--- src/rtl/jtcop_prot_bridge.sv ---
// -----------------------------------------------------------------------------
// jtcop_prot_bridge
//
// Purpose:
//   Bridges the main 68000 shared-window bus onto the byte-wide RAM port of the
//   protection block (HuC6280 side). Each 68000 bus cycle is turned into at
//   most one single-cycle RAM strobe. Reads return {8'hFF, ram_byte}.
//   A write to IRQ_ADDR also raises IRQ1 toward the HuC6280, which holds it
//   until irq_ack is pulsed.
//
// Ports:
//   clk, rst        rising-edge clock, synchronous active-high reset
//   cpu_addr        68000 word address [11:1] inside the shared window
//   cpu_dout        68000 write data (only the low byte reaches the RAM)
//   cpu_din         read data back to the 68000, held between reads
//   cpu_cs          window select, high for the whole bus cycle
//   cpu_rnw         1 = read, 0 = write
//   cpu_lds_n       low byte strobe, active low
//   dtack_n         bus acknowledge, active low
//   main_addr       RAM word address toward the protection block
//   main_dout       RAM write byte
//   main_cs         RAM strobe, high for exactly one cycle per access
//   main_wrn        RAM write enable, active low, 1 whenever main_cs is 0
//   main_din        RAM read byte, valid one cycle after the strobe
//   prot_irqn       IRQ1 to the HuC6280, active low
//   irq_ack         one-cycle IRQ clear from the HuC6280 side
//
// States:
//   ST_IDLE   | waiting for cpu_cs; captures the bus cycle when it arrives
//   ST_ACCESS | RAM strobe cycle (if the low byte is selected)
//   ST_WAIT   | RAM read data in flight
//   ST_LATCH  | read byte captured into cpu_din, dtack_n asserted
//   ST_HOLD   | dtack_n held low until the 68000 drops cpu_cs
// -----------------------------------------------------------------------------
module jtcop_prot_bridge #(
    parameter logic [10:0] IRQ_ADDR = 11'h7ff
) (
    input  logic        clk,
    input  logic        rst,
    input  logic [10:0] cpu_addr,
    input  logic [15:0] cpu_dout,
    output logic [15:0] cpu_din,
    input  logic        cpu_cs,
    input  logic        cpu_rnw,
    input  logic        cpu_lds_n,
    output logic        dtack_n,
    output logic [10:0] main_addr,
    output logic [7:0]  main_dout,
    output logic        main_cs,
    output logic        main_wrn,
    input  logic [7:0]  main_din,
    output logic        prot_irqn,
    input  logic        irq_ack
);

    typedef enum logic [2:0] {
        ST_IDLE,
        ST_ACCESS,
        ST_WAIT,
        ST_LATCH,
        ST_HOLD
    } state_t;

    state_t      r_state;
    logic [10:0] r_addr;
    logic [7:0]  r_data;
    logic        r_rnw;
    logic        r_lds_n;
    logic        r_cs;
    logic        r_wrn;
    logic        r_dtack_n;
    logic [15:0] r_din;
    logic        r_irqn;

    // The RAM is only byte wide; the upper data byte never goes anywhere.
    logic w_unused_hi;
    assign w_unused_hi = ^cpu_dout[15:8];

    // Low-byte write to the IRQ address during the strobe cycle raises IRQ1.
    logic w_irq_set;
    assign w_irq_set = (r_state == ST_ACCESS) && !r_rnw && !r_lds_n
                       && (r_addr == IRQ_ADDR);

    always_ff @(posedge clk) begin
        if (rst) begin
            r_state   <= ST_IDLE;
            r_addr    <= '0;
            r_data    <= '0;
            r_rnw     <= 1'b1;
            r_lds_n   <= 1'b1;
            r_cs      <= 1'b0;
            r_wrn     <= 1'b1;
            r_dtack_n <= 1'b1;
            r_din     <= 16'hFFFF;
            r_irqn    <= 1'b1;
        end else begin
            // Strobe is a one-cycle pulse; write enable idles high with it.
            r_cs  <= 1'b0;
            r_wrn <= 1'b1;

            // Ack first so that a same-cycle set (below) takes priority.
            if (irq_ack) begin
                r_irqn <= 1'b1;
            end
            if (w_irq_set) begin
                r_irqn <= 1'b0;
            end

            case (r_state)
                ST_IDLE: begin
                    if (cpu_cs) begin
                        r_addr  <= cpu_addr;
                        r_data  <= cpu_dout[7:0];
                        r_rnw   <= cpu_rnw;
                        r_lds_n <= cpu_lds_n;
                        // Strobe launches together with the ACCESS state so
                        // main_cs is high during ACCESS and nowhere else.
                        r_cs    <= !cpu_lds_n;
                        r_wrn   <= cpu_lds_n | cpu_rnw;
                        r_state <= ST_ACCESS;
                    end
                end

                ST_ACCESS: begin
                    // The strobe has already been issued, so an abort here
                    // still lets the RAM access complete; just no dtack.
                    if (!cpu_cs) begin
                        r_state <= ST_IDLE;
                    end else if (r_rnw && !r_lds_n) begin
                        r_state <= ST_WAIT;
                    end else begin
                        // Upper-byte-only reads see an open bus.
                        if (r_rnw) begin
                            r_din <= 16'hFFFF;
                        end
                        r_dtack_n <= 1'b0;
                        r_state   <= ST_HOLD;
                    end
                end

                ST_WAIT: begin
                    // main_din is valid now (one cycle after the strobe).
                    if (!cpu_cs) begin
                        r_state <= ST_IDLE;
                    end else begin
                        r_din     <= {8'hFF, main_din};
                        r_dtack_n <= 1'b0;
                        r_state   <= ST_LATCH;
                    end
                end

                ST_LATCH, ST_HOLD: begin
                    if (!cpu_cs) begin
                        r_dtack_n <= 1'b1;
                        r_state   <= ST_IDLE;
                    end else begin
                        r_state <= ST_HOLD;
                    end
                end

                default: begin
                    r_dtack_n <= 1'b1;
                    r_state   <= ST_IDLE;
                end
            endcase
        end
    end

    assign cpu_din   = r_din;
    assign dtack_n   = r_dtack_n;
    assign main_addr = r_addr;
    assign main_dout = r_data;
    assign main_cs   = r_cs;
    assign main_wrn  = r_wrn;
    assign prot_irqn = r_irqn;

endmodule

--- config.mk ---
export PLATFORM = sky130hd
export DESIGN_NAME = jtcop_prot_bridge
export DESIGN_NICKNAME = d
export VERILOG_FILES = /design/src/rtl/jtcop_prot_bridge.sv
export SDC_FILE = /design/constraint.sdc
export NUM_CORES = 1
export LEC_CHECK = 0
export BUFFER_PORTS_ARGS = -buffer_cell sky130_fd_sc_hd__buf_4
export CAP_MARGIN = 20
export CORE_UTILIZATION = 40
export CTS_BUF_LIST = sky130_fd_sc_hd__clkbuf_8
export DETAILED_ROUTE_END_ITERATION = 10
export PLACE_DENSITY = 0.75
export SLEW_MARGIN = 10
export SYNTH_ARGS = -nofsm -noshare
export SYNTH_HDL_FRONTEND = slang
export SYNTH_SLANG_ARGS = --single-unit
--- constraint.sdc ---
create_clock -name clk -period 1.5 [get_ports clk]
set_clock_uncertainty 0.2 [all_clocks]
set_input_delay 0.225 -clock clk [delete_from_list [all_inputs] [get_ports clk]]
set_output_delay 0.225 -clock clk [all_outputs]
set_load 0.02 [all_outputs]
# Yosys cells after proc, flatten, opt, wreduce, memory -nomap -nowiden
# Index checks and enable logic that the tools add are counted.
classes:
  eq_ne: 11
  n_mux: 18
  n_bitwise: 3
  n_reduce_logical: 15
op_table:
  columns: ["op", "count"]
  rows:
  - ["16-bit two-way mux", 4]
  - ["16-bit one-hot mux with 2 select lines", 1]
  - ["3-bit two-way mux", 4]
  - ["2-bit != test, second input constant", 6]
  - ["3-bit one-hot mux with 4 select lines", 1]
  - ["11-bit equality test, second input constant", 1]
  - ["5-bit AND reduction", 2]
  - ["3-bit by 2-bit equality test with 1-bit output, second input constant", 2]
  - ["1-bit two-way mux", 6]
  - ["1-bit logical AND", 4]
  - ["1-bit one-hot mux with 4 select lines", 1]
  - ["2-bit nonzero test", 2]
  - ["3-bit by 1-bit equality test with 1-bit output, second input constant", 1]
  - ["3-bit equality test, second input constant", 1]
  - ["1-bit zero test", 3]
  - ["3-bit zero test", 1]
  - ["3-bit OR reduction", 1]
  - ["2-bit two-way mux", 1]
  - ["1-bit inverter", 2]
  - ["2-bit AND reduction", 1]
  - ["2-bit OR reduction", 1]
  - ["1-bit OR", 1]
totals:
  regBits: 44
  input_bits: 41
  out_inout_bits: 39

# Depth between registers and ports, before layout
# Gate-level depths: netlist of run 1.
depth:
  depth_word: 5
  ltp_mapped: 6
  ltp_nobuf: 4

# Least setup slack after synthesis of run 1
# No wires, ideal clock.
synth_path:
  path_type: "reg2reg"
  startpoint: "register r_state[0]"
  endpoint: "register r_din[0] (netlist: cpu_din[0])"
  t_arrival_ns: 1.254
  t_required_ns: 1.228
  path_slack_ns: -0.026
  path_stages_with_launch: 6
  synth_period_minus_slack_ns: 1.526
  cell_sequence: "dfxtp_1 > buf_4 > and2b_1 > a31oi_1 > nor3_4 > mux2i_1"
synth_between:
  elab_chain_cells: 3
synth_rtl:
  columns: ["item", "line", "rtl"]
  rows:
  - ["from (decl)", "64", "state_t r_state;"]
  - ["from (signal assigned)", "86", "r_state <= ST_IDLE;"]
  - ["from (signal assigned)", "120", "r_state <= ST_ACCESS;"]
  - ["from (signal assigned)", "128", "r_state <= ST_IDLE;"]
  - ["3-bit by 1-bit equality test with 1-bit output / 3-bit by 2-bit equality test with 1-bit output (equally long branches)", "109", "case (r_state)"]
  - ["2-bit != test (no source line) / 2-bit nonzero test (equally long branches)", null, null]
  - ["5-bit AND reduction (no source line)", null, null]
  - ["to (signal assigned)", "146", "r_din <= {8'hFF, main_din};"]
  - ["to (decl)", "72", "logic [15:0] r_din;"]
# Several ways; a longest one is shown, not always the timed one.
# A chain may end at the register's enable or synchronous reset.

# Final worst setup path of run 1
layout_path:
  startpoint: "register r_state[1]"
  endpoint: "register r_din[1] (netlist: cpu_din[1])"
# The elaborated chain is that of the path after synthesis.

==> results_dict.tcl, run 1 <==
set metrics [dict create \
    setup_ws_ns -0.000697 \
    crit_buf_inv 1 \
    cp-end-kind "register" \
    final_common_cell "buf_4" \
    clock-sinks 36 \
    drive_above_1_share_pct 37.9 \
    leakage_nw 1.04 \
    post-place-ws_ns -0.0119 \
    hold_class "input pin to register" \
    setup_tns_ns -0.000697 \
    fp.dieH_um 60.9 \
    synthCells 137 \
    row_count 21 \
    ys_warn_count 0 \
    dp_cells 246 \
    final_antenna_net_count 0 \
    worst_r2r_path_depth 5 \
    synth_cell_types 29 \
    cts_buffers 5 \
    wl_met2_mm 2.26 \
    slowest_delay_ns 0.35 \
    layout_common_cells "buf_4, dfxtp_1, dlygate4sd3_1, nor2_1, a22o_1" \
    maxSlewViolCount 0 \
    initial_core_util_pct 41.6 \
    wl_per_cell_um 14.5 \
    critPathLaunchType "register" \
    fin_area_um2 2330 \
    finalNonFillerCells 281 \
    grt_pass1_vias 1372 \
    track_usage_pct 24.5 \
    wl_mm 4.08 \
    die_area_um2 3710 \
    outcome "finished, violations left" \
    setup_viol 1 \
    place_congestion 0.805 \
    rsz0062_at_grt "yes" \
    grt_pass1_wl_mm 6.31 \
    timing.hold.ws_ns 0.00110 \
    synth_seq_cells 36 \
    die_x_um 60.9 \
    vias 1383 \
    viasPerCell 4.92 \
    avgSynthCellArea_um2 10.1 \
    violations "negative setup slack" \
    place_area_um2 1940 \
    synthToLayoutAreaGrowth_pct 67.9 \
    critPathRequiredTime_ns 1.52 \
    critPathLaunch "r_state[1]" \
    clock_latency_ns 0.29 \
    place_hpwl_mm 2.59 \
    finalNetCount 275 \
    worstPathMaxFanout 8 \
    slowest_stage "dfxtp_2" \
    firstDrtPassIters 4 \
    arrival_ns 1.52 \
    wl_met3_um 176 \
    grt_max_degree 22 \
    fin_crit_ns 1.50 \
    yosysSeqAreaShare_pct 51.9 \
    syn_area_um2 1390 \
    rrSetupSlack_ns -0.0007 \
    vdd_ir_drop_max_mv 0.607 \
    htreeDepth 2 \
    cts_tree "yes" \
    root_buffer "clkbuf_8" \
    cpLargestDelayFamily "simple AND/OR/NAND/NOR gates" \
    grt_overflow 0 \
    core_area_um2 3340 \
    cts.clk_slew.worst_paths_ns 0.07 \
    clock_path_buffers 2 \
    diodes 0 \
    antenna_found_initial 0 \
    maxCapViolations 0 \
    pin_count 80 \
    fin_crit_sh_pct 100 \
    worstPathCellList "and2b_2 > a31oi_4 > nor3_4 > buf_12 > mux2i_1" \
    path_depth 5 \
    routedLengthMet1_mm 1.53 \
    r2r_end "cpu_din[1]" \
    critical_path_class "register to register" \
    drtIter0Drc 39 \
    rr_startpoint "r_state[1]" \
    fmax_ghz 0.666 \
    p_per_area_nw_per_um2 930 \
    drc 0 \
    endpoint "cpu_din[1]" \
    hold_viol_final 0 \
    portBuffers 63 \
    routed.top_layer "met4" \
]
[logic make-up (layout without fill, tap and decap cells)]
group	after synthesis	after routing	share of synthesized area (%)
AOI/OAI and AO/OA	33	33	18.6
buffers and inverters	19	110	8.30
DFF	36	36	51.9
muxes	8	8	5.77
and+or+nand+nor	40	40	15.1
other	1	8	0.270
[state kept, by name (all words and copies together), names as in the netlist]
register,count
main_addr,11
cpu_din,8
main_dout,8
r_state,3
dtack_n,1
main_cs,1
main_wrn,1
prot_irqn,1
r_lds_n,1
r_rnw,1
[what timing repair did]
item,4_1_cts,5_1_grt
pin swaps,0,0
hold buffers,26,0
setup buffers,1,0
resized for setup,1,5
endpoints found under the setup margin,8,30
endpoints found under the hold margin,28,0
[synthesized netlist by cell type]
master	count	area share, %
a21oi_1	6	2.2
a22o_1	19	12
a31oi_1	1	0.45
a41o_1	1	0.72
and2_1	1	0.45
and2b_1	1	0.54
and2b_2	1	0.63
and4b_1	1	0.72
buf_2	2	0.72
buf_4	11	6.0
clkbuf_1	2	0.54
conb_1	1	0.27
dfxtp_1	36	52
inv_1	4	1.1
mux2i_1	8	5.8
nand2_1	2	0.54
nand2b_1	2	0.90
nand3_1	1	0.36
nand4_1	3	1.4
nor2_1	19	5.1
nor2b_1	3	1.4
nor3_1	3	1.1
nor3_4	1	1.2
o21ai_0	2	0.72
o21ba_2	1	0.72
o21bai_1	1	0.54
o311ai_0	1	0.63
o32ai_1	1	0.63
or3_1	2	0.90
[worst min path at each step]
stage | depth (start not counted) | startpoint | endpoint
after floorplan | 1 | cpu_lds_n | main_cs
after global placement | 2 | cpu_lds_n | main_cs
after detailed placement | 2 | cpu_lds_n | main_cs
after CTS | 3 | main_din[7] | cpu_din[7]
after global routing | 3 | main_din[1] | cpu_din[1]
final | 3 | main_din[7] | cpu_din[7]
[power by group]
| part | leakage (nW) | internal, mW | switching (mW) | total, mW |
|---|---|---|---|---|
| Clock | 0.0516 | 0.375 | 0.357 | 0.732 |
| Combinational | 0.697 | 0.214 | 0.180 | 0.394 |
| Sequential | 0.295 | 1.00 | 0.0381 | 1.04 |
[metrics by stage]
| stage | utilization [%] | power, mW |
|---|---|---|
| floorplan | - | 1.23 |
| global placement | 58.0 | 1.37 |
| detailed placement | 58.0 | 1.38 |
| CTS | 69.2 | 2.17 |
| global route | 69.8 | 2.24 |
| finish | 69.8 | 2.17 |
[routing by layer]
| layer | global-route usage, % | up-vias |
|---|---|---|
| li1 | - | 665 |
| met1 | 26.2 | 657 |
| met2 | 43.8 | 50 |
| met3 | 5.54 | 11 |
| met4 | 14.6 | 0 |
| met5 | 0 | - |
[worst min-delay path, stage by stage]
cell and delay (ns):
buf_4 0.08, nor2_1 0.04, mux2i_1 0.12
[final cells by class]
class	instances	area (µm²)
clock inverter	2	13.8
multi-input combinational	89	608
clock buffer	6	82.6
fill	246	1010
sequential	36	723
timing repair buffer	98	830
tap	46	57.6
inverter	4	15.0
Power figures use the tool's default switching activity.
==> inputs of run 2 (changes only) <==
Settings changed: CTS_CLUSTER_SIZE set to 30, PLACE_DENSITY 0.75 to 0.73.
Clock period 1.5 ns to 1.3 ns, I/O delays scaled along.
==> results_dict.tcl, run 2 (synthesized netlist as in run 1, its figures left out) <==
set metrics [dict create \
    root_buffer "clkbuf_8" \
    clock_path_buffers 2 \
    row_count 21 \
    layout_common_cells "buf_4, dfxtp_1, dlygate4sd3_1, nor2_1, a22o_1" \
    maxSlewViolCount 0 \
    setup_ws_ns -0.204 \
    critical_path_class "register to register" \
    clock_latency_ns 0.28 \
    drive_above_1_share_pct 41.0 \
    clock-sinks 36 \
    grt_overflow 0 \
    drtIter0Drc 30 \
    die_area_um2 3710 \
    final_common_cell "buf_4" \
    fin_crit_sh_pct 116 \
    grt_pass1_wl_mm 6.27 \
    maxCapViolations 0 \
    place_hpwl_mm 2.48 \
    viasPerCell 4.87 \
    place_area_um2 1980 \
    track_usage_pct 23.6 \
    initial_core_util_pct 41.6 \
    cts_buffers 5 \
    largest_reg_flops 11 \
    cp-end-kind "register" \
    leakage_nw 1.10 \
    setup_viol 34 \
    p_total_mw 2.61 \
    htreeDepth 2 \
    cts.clk_slew.worst_paths_ns 0.07 \
    timing.hold.ws_ns 0.0473 \
    arrival_ns 1.50 \
    grt_pass1_vias 1337 \
    hold_class "input pin to register" \
    cts_tree "yes" \
    pin_count 80 \
    p_per_area_nw_per_um2 1070 \
    firstDrtPassIters 4 \
    diodes 0 \
    critPathLaunchType "register" \
    fmax_ghz 0.665 \
    wl_per_cell_um 13.9 \
    portBuffers 63 \
    finalNetCount 284 \
    vias 1413 \
    utilization_pct 73.3 \
    hold_viol_final 0 \
    wl_mm 4.04 \
    outcome "finished, violations left" \
    grt_max_degree 22 \
    vdd_ir_drop_max_mv 0.813 \
    violations "negative setup slack" \
    drc 0 \
    critPathRequiredTime_ns 1.30 \
    final_antenna_net_count 0 \
    antenna_found_initial 0 \
    synthToLayoutAreaGrowth_pct 76.2 \
    fin_area_um2 2440 \
    fin_crit_ns 1.50 \
    fp.dieH_um 60.9 \
    die_x_um 60.9 \
    core_area_um2 3340 \
    place_congestion 0.854 \
    worstPathMaxFanout 8 \
    rsz0062_at_grt "yes" \
]
run 2: changes by cell type in the layout (fill, tap and decap cells not counted), moves of 2 or more:
cell	change
dfxtp_1	-4
dfxtp_2	+3
a21oi_1	-2
dlygate4sd3_1	+4
a21oi_2	+2
buf_4	+4
run 2: metal layers:
layer | part of all wire (%) | GRT usage, %
met5 | 0 | 0
met3 | 3.4 | 4.48
met1 | 41 | 28.5
met2 | 55 | 41.6
met4 | 1.2 | 8.77
run 2: worst paths after layout:
check	slack, ns	to	startpoint	depth (start not counted)
worst max-delay path	-0.20	cpu_din[5]	r_state[1]	5
worst min-delay path	0.05	main_cs	rst	4
worst max register to register	-0.20	cpu_din[5]	r_state[1]	5
worst min register to register	0.26	r_state[0]	r_state[0]	1
run 2: report_power, final:
part | internal (mW) | switching (mW) | total [mW]
sequential | 1.16 | 0.0430 | 1.20
combinational | 0.267 | 0.216 | 0.483
clock | 0.561 | 0.364 | 0.925
total | 1.98 | 0.623 | 2.61
run 2: worst max-delay path: stages, from the launching register on:
cell and delay [ns]:
dfxtp_2 0.34, and2b_2 0.25, a31oi_4 0.10, nor3_4 0.17, buf_12 0.16, mux2i_1 0.19
run 2: through the flow:
stage               TNS, ns  setup WS, ns  cells
floorplan             -4.29        -0.218    144
global placement      -4.78        -0.193    251
detailed placement    -5.28        -0.227    251
CTS                   -3.54        -0.190    290
global route          -7.30        -0.261    290
finish                -4.87        -0.204    290
run 2: layout make-up:
| class | instances | area, µm² |
|---|---|---|
| clock buffers | 5 | 68.8 |
| clock inverters | 3 | 38.8 |
| fillers | 230 | 892 |
| inverters | 4 | 15.0 |
| multi-input cells | 89 | 623 |
| flip-flops and latches | 36 | 731 |
| well taps | 46 | 57.6 |
| repair buffers | 107 | 911 |
run 2: timing repair:
action	4_1_cts	5_1_grt
setup buffers	1	0
endpoints found under the setup margin	33	36
pin swaps	2	0
hold endpoints to repair	32	0
hold buffers	30	0
gates resized for setup	10	3
cloned	0	0
